$ cat src/rtl/spi_adc_pkg.sv
// Shared FSM state encoding and default parameter values for the SPI ADC scanner.
package spi_adc_pkg;

  typedef logic [2:0] state_t;

  localparam state_t StIdle  = 3'd0;
  localparam state_t StSetup = 3'd1;
  localparam state_t StShift = 3'd2;
  localparam state_t StHold  = 3'd3;
  localparam state_t StGap   = 3'd4;

  localparam int unsigned DefDataW     = 12;
  localparam int unsigned DefNumCh     = 4;
  localparam int unsigned DefClkDiv    = 4;
  localparam int unsigned DefCmdW      = 4;
  localparam int unsigned DefFrameBits = 16;
  localparam int unsigned DefCsGap     = 2;

endpackage

$ cat src/rtl/spi_sck_gen.sv
// CLK_DIV phase counter: end-of-phase tick, SCK rise/fall strobes and the registered SCK.
module spi_sck_gen #(
  parameter int unsigned CLK_DIV = 4
) (
  input  logic clk,
  input  logic rst_n,
  input  logic count,
  input  logic toggle,
  output logic tick,
  output logic rise,
  output logic fall,
  output logic sck
);

  localparam int unsigned CntW = (CLK_DIV > 1) ? $clog2(CLK_DIV) : 1;

  logic [CntW-1:0] cnt_q;
  logic            sck_q;

  assign tick = count && (cnt_q == CntW'(CLK_DIV - 1));
  // Strobes fire on the clk edge at which sck_q changes.
  assign rise = toggle && tick && !sck_q;
  assign fall = toggle && tick && sck_q;
  assign sck  = sck_q;

  always_ff @(posedge clk or negedge rst_n) begin
    if (!rst_n) begin
      cnt_q <= '0;
      sck_q <= 1'b0;
    end else begin
      if (!count || tick) begin
        cnt_q <= '0;
      end else begin
        cnt_q <= cnt_q + 1'b1;
      end
      if (!toggle) begin
        sck_q <= 1'b0;
      end else if (tick) begin
        sck_q <= !sck_q;
      end
    end
  end

endmodule

$ cat src/rtl/spi_adc_scanner.sv
// Round-robin SPI ADC channel scanner with valid/ready result port and sticky overrun.
// Define SPI_ADC_AVG_EN to average 4 consecutive frames per channel into one result.
import spi_adc_pkg::*;

module spi_adc_scanner #(
  parameter int unsigned DATA_W     = DefDataW,
  parameter int unsigned NUM_CH     = DefNumCh,
  parameter int unsigned CLK_DIV    = DefClkDiv,
  parameter int unsigned CMD_W      = DefCmdW,
  parameter int unsigned FRAME_BITS = DefFrameBits,
  parameter int unsigned CS_GAP     = DefCsGap
) (
  input  logic              clk,
  input  logic              rst_n,
  input  logic              en,
  input  logic              miso,
  output logic              mosi,
  output logic              sck,
  output logic              cs_n,
  output logic [DATA_W-1:0] m_data,
  output logic [2:0]        m_ch,
  output logic              m_valid,
  input  logic              m_ready,
  output logic              overrun,
  output logic              busy
);

  localparam int unsigned BitW   = $clog2(FRAME_BITS + 1);
  localparam int unsigned GapW   = $clog2(CS_GAP + 1);
  localparam int unsigned CmdChW = CMD_W - 1;

  state_t              state_q, state_d;
  logic [BitW-1:0]     bit_cnt_q;
  logic [GapW-1:0]     gap_cnt_q;
  logic [2:0]          ch_q;
  logic [CMD_W-1:0]    cmd_sr_q;
  logic                mosi_q;
  logic [DATA_W-1:0]   rx_q;
  logic [DATA_W-1:0]   m_data_q;
  logic [2:0]          m_ch_q;
  logic                m_valid_q;
  logic                overrun_q;
  logic                cs_n_q;

  logic                tick, rise, fall;
  logic                last_bit, gap_last, start, frame_done;
  logic                result_go, grp_busy;
  logic [DATA_W-1:0]   result_data;
  logic [CMD_W-1:0]    cmd_word;

  spi_sck_gen #(
    .CLK_DIV (CLK_DIV)
  ) u_sck_gen (
    .clk    (clk),
    .rst_n  (rst_n),
    .count  ((state_q == StSetup) || (state_q == StShift) || (state_q == StHold)),
    .toggle (state_q == StShift),
    .tick   (tick),
    .rise   (rise),
    .fall   (fall),
    .sck    (sck)
  );

  assign last_bit   = (bit_cnt_q == BitW'(FRAME_BITS - 1));
  assign gap_last   = (gap_cnt_q == GapW'(CS_GAP - 1));
  assign start      = (state_d == StSetup) && (state_q != StSetup);
  assign frame_done = (state_q == StHold) && tick;
  assign cmd_word   = {1'b1, CmdChW'(ch_q)};

  always_comb begin
    state_d = state_q;
    case (state_q)
      StIdle:  if (en) state_d = StSetup;
      StSetup: if (tick) state_d = StShift;
      StShift: if (fall && last_bit) state_d = StHold;
      StHold:  if (tick) state_d = StGap;
      StGap:   if (gap_last) state_d = (en || grp_busy) ? StSetup : StIdle;
      default: state_d = StIdle;
    endcase
  end

`ifdef SPI_ADC_AVG_EN
  localparam int unsigned AccW = DATA_W + 2;

  logic [1:0]      grp_q;
  logic [AccW-1:0] acc_q;
  logic [AccW-1:0] acc_sum;

  assign acc_sum     = acc_q + AccW'(rx_q);
  assign result_go   = frame_done && (grp_q == 2'd3);
  assign result_data = acc_sum[AccW-1:2];
  // A partially collected group keeps the scan running even after en drops.
  assign grp_busy    = (grp_q != 2'd0);

  always_ff @(posedge clk or negedge rst_n) begin
    if (!rst_n) begin
      grp_q <= 2'd0;
      acc_q <= '0;
    end else if (frame_done) begin
      grp_q <= grp_q + 2'd1;
      acc_q <= result_go ? '0 : acc_sum;
    end
  end
`else
  assign result_go   = frame_done;
  assign result_data = rx_q;
  assign grp_busy    = 1'b0;
`endif

  always_ff @(posedge clk or negedge rst_n) begin
    if (!rst_n) begin
      state_q   <= StIdle;
      bit_cnt_q <= '0;
      gap_cnt_q <= '0;
      ch_q      <= 3'd0;
      cmd_sr_q  <= '0;
      mosi_q    <= 1'b0;
      rx_q      <= '0;
      cs_n_q    <= 1'b1;
    end else begin
      state_q <= state_d;
      cs_n_q  <= !((state_d == StSetup) || (state_d == StShift) || (state_d == StHold));

      if (start) begin
        bit_cnt_q <= '0;
      end else if (fall) begin
        bit_cnt_q <= bit_cnt_q + 1'b1;
      end

      if (state_q == StGap) begin
        gap_cnt_q <= gap_cnt_q + 1'b1;
      end else begin
        gap_cnt_q <= '0;
      end

      // Command goes out MSB first; zeros fill once the shifter drains.
      if (start) begin
        mosi_q   <= cmd_word[CMD_W-1];
        cmd_sr_q <= {cmd_word[CMD_W-2:0], 1'b0};
      end else if (fall) begin
        mosi_q   <= cmd_sr_q[CMD_W-1];
        cmd_sr_q <= {cmd_sr_q[CMD_W-2:0], 1'b0};
      end

      if (rise) begin
        rx_q <= {rx_q[DATA_W-2:0], miso};
      end

      if (result_go) begin
        ch_q <= (ch_q == 3'(NUM_CH - 1)) ? 3'd0 : ch_q + 3'd1;
      end
    end
  end

  always_ff @(posedge clk or negedge rst_n) begin
    if (!rst_n) begin
      m_data_q  <= '0;
      m_ch_q    <= 3'd0;
      m_valid_q <= 1'b0;
      overrun_q <= 1'b0;
    end else if (result_go) begin
      m_data_q  <= result_data;
      m_ch_q    <= ch_q;
      m_valid_q <= 1'b1;
      if (m_valid_q && !m_ready) begin
        overrun_q <= 1'b1;
      end
    end else if (m_valid_q && m_ready) begin
      m_valid_q <= 1'b0;
    end
  end

  assign mosi    = mosi_q;
  assign cs_n    = cs_n_q;
  assign m_data  = m_data_q;
  assign m_ch    = m_ch_q;
  assign m_valid = m_valid_q;
  assign overrun = overrun_q;
  assign busy    = (state_q != StIdle);

endmodule

$ cat config.mk
export PLATFORM = sky130hd
export DESIGN_NAME = spi_adc_scanner
export DESIGN_NICKNAME = d
export VERILOG_FILES = /design/src/rtl/spi_adc_pkg.sv /design/src/rtl/spi_sck_gen.sv /design/src/rtl/spi_adc_scanner.sv
export SDC_FILE = /design/constraint.sdc
export NUM_CORES = 1
export LEC_CHECK = 0
export ABC_AREA = 1
export ABC_CLOCK_PERIOD_IN_PS = 3100
export CORE_UTILIZATION = 35
export DETAILED_ROUTE_END_ITERATION = 8
export GPL_ROUTABILITY_DRIVEN = 0
export PLACE_DENSITY_LB_ADDON = 0.1
export SYNTH_ARGS = -nofsm -noshare
export SYNTH_HDL_FRONTEND = slang
export SYNTH_HIERARCHICAL = 1
export SYNTH_SLANG_ARGS = --single-unit
$ cat constraint.sdc
create_clock -name clk -period 3.1 [get_ports clk]
set_input_delay 0.31 -clock clk [delete_from_list [all_inputs] [get_ports clk]]
set_output_delay 0.31 -clock clk [all_outputs]
set_load 0.1 [all_outputs]
# Word-level counts from Yosys, hierarchy flattened
# Cells that the tools add are included.
# totals
regBits,51
inputBits,5
out_inout_bits,21
# classes
addsub,4
muxes,20
n_eq_ne,13
n_reduce_logical,23
# ops
cell,n
2-to-1 mux 3 bit,6
equality test 3 x 2 -> 1 bit (second input constant),5
case mux 3 bit (5 select lines),1
2-to-1 mux 5 bit,2
logical AND 1 bit,9
2-to-1 mux 4 bit,2
2-to-1 mux 1 bit,7
equality test 3 x 1 -> 1 bit (second input constant),2
adder 5 x 1 -> 5 bit (second input constant),1
equality test 5 x 4 -> 1 bit (second input constant),1
logical OR 1 bit,5
adder 2 x 1 -> 2 bit (second input constant),2
zero test 1 bit,4
2-to-1 mux 2 bit,2
nonzero test 2 bit,2
adder 3 x 1 -> 3 bit (second input constant),1
equality test 3 bit (second input constant),1
zero test 3 bit,1
!= test 3 x 1 -> 1 bit (second input constant),1
nonzero test 3 bit,1
equality test 2 x 1 -> 1 bit (second input constant),1
equality test 2 bit (second input constant),1
!= test 2 bit (second input constant),1
AND reduction 2 bit,1

# Logic depth before layout (Yosys ltp)
# logic_depth
ltp_word,13
mapped_depth,13
mapped_depth_nobuf,12

# Cells and area by module
# Netlist, hierarchy kept.
# modules_own_cells
mod,area_per_inst_um2,n_inst,cells_per_inst
spi_adc_scanner,2031.9,1,211
spi_sck_gen,155.1,1,17

# Worst setup path after synthesis
# No wires, ideal clock.
# synth_timing
kind,register to register
start,"reg u_sck_gen.sck_q, in the netlist u_sck_gen/sck"
end,reg cmd_sr_q[3]
setup_ns,0.124
stages_incl_launch_ff,9
required_ns,2.976
arrival_time_ns,1.782
path_buffers,1
setup_slack_ns,1.194
cell_sequence,dfrtp_1 nand2_1 nor2_1 clkbuf_1 inv_1 nand2_1 inv_1 nand2_1 nand3_1
# synth_between
elab_chain_len,7
word_cells_on_any_way,8
classes_between,eq/ne (1); mux (3); reduce/logical (4)
# synth_lines
item,line,rtl
start: declaration,spi_sck_gen.sv:18,logic sck_q;
start signal: assignment,spi_sck_gen.sv:39,sck_q <= !sck_q;
logical AND 1 bit (*),spi_sck_gen.sv:23,assign fall = toggle && tick && sck_q;
net fall,spi_adc_scanner.sv:45,"logic tick, rise, fall;"
logical AND 1 bit,spi_adc_scanner.sv:75,StShift: if (fall && last_bit) state_d = StHold;
2-to-1 mux 3 bit,spi_adc_scanner.sv:75,
case mux 3 bit (5 select lines),spi_adc_scanner.sv:72,case (state_q)
equality test 3 x 1 -> 1 bit,spi_adc_scanner.sv:66,assign start = (state_d == StSetup) && (state_q != StSetup);
logical AND 1 bit,spi_adc_scanner.sv:66,
2-to-1 mux 4 bit / nonzero test 2 bit (equally long branches),-,
end signal: assignment,spi_adc_scanner.sv:139,"cmd_sr_q <= {cmd_word[CMD_W-2:0], 1'b0};"
end signal: assignment,spi_adc_scanner.sv:142,"cmd_sr_q <= {cmd_sr_q[CMD_W-2:0], 1'b0};"
end: declaration,spi_adc_scanner.sv:36,logic [CMD_W-1:0] cmd_sr_q;
# Mark *: on every way through the listed nets, which the timed path passes. The rest lies on a longest branch.
# A chain may end at the register's enable or synchronous reset.

# Worst setup path after layout
# layout_timing
start,"reg m_data_q[2], in the netlist m_data[2]"
end,out m_data[2]
# layout_lines
item,line,rtl
start: declaration,spi_adc_scanner.sv:39,logic [DATA_W-1:0] m_data_q;
start signal: assignment,spi_adc_scanner.sv:162,m_data_q <= result_data;
end: declaration,spi_adc_scanner.sv:20,"output logic [DATA_W-1:0] m_data,"
# No word-level cell between the ends.

==> reports/results.tsv <==
metric	value	unit
CP max stage cell	clkdlybuf4s50_1	
top-area cell type share of the netlist area	56.1	%
PD cells	767	mW/mm2
fmax	466	MHz
combinational share of power	37.3	%
initial drt markers	106	
Clock Path Buffers	2	
clk_skew	0.00635	ns
ratio of cells with drive above 1 in the final layout	18.8	%
# hold bufs at CTS	0	
Detailed Place HPWL	2520	um
Post-Route WL	3680	um
Min-Delay Path Class	in -> async	
CP max stage delay	1.14	ns
Rows	28	
Nets	265	
status	completed	
Chip Width	81.1	um
worst reg2reg setup slack	1.08	ns
core area	0.00599	mm2
IO buf count	25	
CTS Buf Count	5	
register area share after synthesis	57.3	%
Vias	1462	
Tmin final	2.15	ns
setup TNS	0	ns
# DRC	0	
Clk Latency, worst-skew pair	0.29	ns
CP Max Fanout	2	
slew margin rel.	34.5	%
global-route wire length before repair	6470	um
Critical path origin	m_data[2]	
Setup CP Type	reg -> out	
Pint	1.13	mW
Lkg Pwr	1.26	nW
Post-synth top flop	dfrtp_1	
all-layer global routing usage	13.1	%
GRT overflow	0	
Setup crit end kind	output pin	
register share of total power	43.0	%
Clk pwr share	19.6	%
Synth Area in Compound Gates	11.9	%
Synth area leader	dfrtp_1	
Post-synth ARST share	100	%
Die Area	0.00657	mm2
synth warn	6	
fillers	598	
Crit path depth	1	
initial core utilization	36.5	%
maxcap violations	0	
WL/cell	11.1	um
vias in the first global route	1367	
post-cts resize count	0	
FF-to-FF End	state_q[2]	
Post-CTS Setup Bufs	0	
area grow syn2layout	17.6	%
cell chain of the critical path	clkdlybuf4s50_1	
xor-xnor portion of the synthesized cell area	0.801	%
period utilization	69.2	%
final hold vios	0	
Worst path top cell family by delay	buffers and inverters	
mapped cell area	0.00219	mm2
ANT nets after route	0	
Netlist cell types	27	
post-synthesis mux area share	0	%
# clock sinks	50	
VDD IR max	0.000387	V
Setup crit end	m_data[2]	
FF+latch area	0.00125	mm2
NetSw	847	uW
Syn Nets	238	
adder-cell area share of the yosys netlist	2.86	%
startpoint types	flip-flop	
largest family of logic cells by synthesized area	simple AND/OR/NAND/NOR gates	
drt first pass iters	4	
Avg Cell Area, Syn	9.59	um2
WP buf/inv	1	
DR vias/cell	4.42	
largest net degree at the start of global routing	39	
Synth top cells by count	dfrtp_1 (49), nand2_1 (49), inv_1 (35)	
Pwr Total	1.97	mW
number of I/O pins	26	
Worst-Margin Slew	0.980	ns
Gate Count Post-Synth	228	
Area contributors post-synth	dfrtp_1 (56%), nand2_1 (8.4%), inv_1 (6.0%), o21ai_2 (5.6%), o21ai_0 (4.3%)	
Slew Limit Fails	0	
Switching Share	42.9	%
H-Tree Depth	2	
CTS tree	built	
RSZ-0062 raised after global routing	no	
die height	81.1	um
Root Buffer	clkbuf_8	
Clk pin slew, worst setup/hold paths	0.09	ns
Worst EP arrival	1.84	ns
Finish-stage setup viols	0	
worst r2r src	state_q[0]	
post-synthesis register bit count	50	
Worst EP required	2.79	ns
diode count	0	
antenna violations before repair	0	
Post-synth EDFFs	0	
simple-gate portion of the synthesized area	18.4	%
Multi-input gate area	743	um2
r2r worst-path depth	8	
## logic make-up (layout without fill, tap and decap cells)
kind of cell | count (synthesis) | count (layout)
AND/OR/NAND/NOR | 87 | 87
XOR/XNOR | 2 | 2
AO/OA/AOI/OAI | 40 | 40
adder cells (fa/ha/maj) | 5 | 5
buffers and inverters | 44 | 72
flip-flops | 50 | 50
## flip-flops by register name, indices dropped and copies added (netlist names)
| register | count |
|---|---|
| m_data | 12 |
| result_data | 12 |
| bit_cnt_q | 5 |
| ch_q | 3 |
| cmd_sr_q | 3 |
| m_ch | 3 |
| state_q | 3 |
| gap_cnt_q | 2 |
| u_sck_gen/cnt_q | 2 |
| cs_n | 1 |
| m_valid | 1 |
| mosi | 1 |
| overrun | 1 |
| u_sck_gen/sck | 1 |
## worst min path at each step
stage / to / slack (ns) / depth (start not counted)
2_1_floorplan: bit_cnt_q[0] / 0.01 / 0
3_3_place_gp: gap_cnt_q[0] / 0.43 / 1
3_5_place_dp: u_sck_gen/cnt_q[0] / 0.44 / 1
4_1_cts: m_data[4] / 0.15 / 1
5_1_grt: m_data[4] / 0.18 / 1
6_report: u_sck_gen/cnt_q[0] / 0.11 / 1
## metrics by stage
step / hold WS, ns / utilization [%] / cell area (um2) / cells / worst slack (ns)
6_report: 0.112 / 42.9 / 2570 / 331 / 0.955
5_1_grt: 0.180 / 42.9 / 2570 / 331 / 0.868
4_1_cts: 0.149 / 42.9 / 2570 / 331 / 0.941
3_5_place_dp: 0.437 / 41.4 / 2480 / 323 / 1.08
3_3_place_gp: 0.430 / 41.4 / 2480 / 323 / 1.13
2_1_floorplan: 0.0144 / - / 2190 / 228 / 1.19
## metal layers
metal / track usage (%) / vias to the layer above / share of wire, %
met5: 0 / - / 0
met4: 5.36 / 0 / 1.6
met3: 3.26 / 7 / 3.3
met2: 18.1 / 21 / 42
met1: 19.4 / 676 / 54
li1: - / 758 / -
## cell usage in the layout, fill, tap and decap left out
master / instances
a21oi_1: 4
and3_1: 1
buf_2: 1
buf_4: 5
clkbuf_1: 1
clkbuf_8: 6
clkdlybuf4s50_1: 21
clkinv_2: 1
dfrtp_1: 49
dfstp_2: 1
ha_1: 5
inv_1: 35
inv_2: 2
nand2_1: 49
nand2_2: 14
nand3_1: 7
nand4_1: 1
nor2_1: 10
nor2_4: 1
nor3_1: 1
nor3_4: 1
nor3b_1: 1
o21ai_0: 19
o21ai_1: 1
o21ai_2: 14
o21bai_2: 1
o22ai_1: 1
or2_2: 1
xnor2_1: 1
xor2_1: 1
## power by group through the flow
stage / clock network, mW / logic [mW] / registers [mW]
2_1_floorplan: 0 / 0.335 / 1.11
3_3_place_gp: 0 / 0.742 / 0.861
3_5_place_dp: 0 / 0.741 / 0.862
4_1_cts: 0.402 / 0.745 / 0.851
5_1_grt: 0.428 / 0.799 / 0.862
6_report: 0.387 / 0.737 / 0.849
## cell type report
cell class,instances,area share (%)
clock buffers,7,3.36
clock inverters,1,0.195
inverters,37,5.40
multi-input cells,134,28.9
flip-flops and latches,50,48.7
well taps,75,3.65
repair buffers,27,9.82
Note: power is estimated with default switching activity, not from simulation.
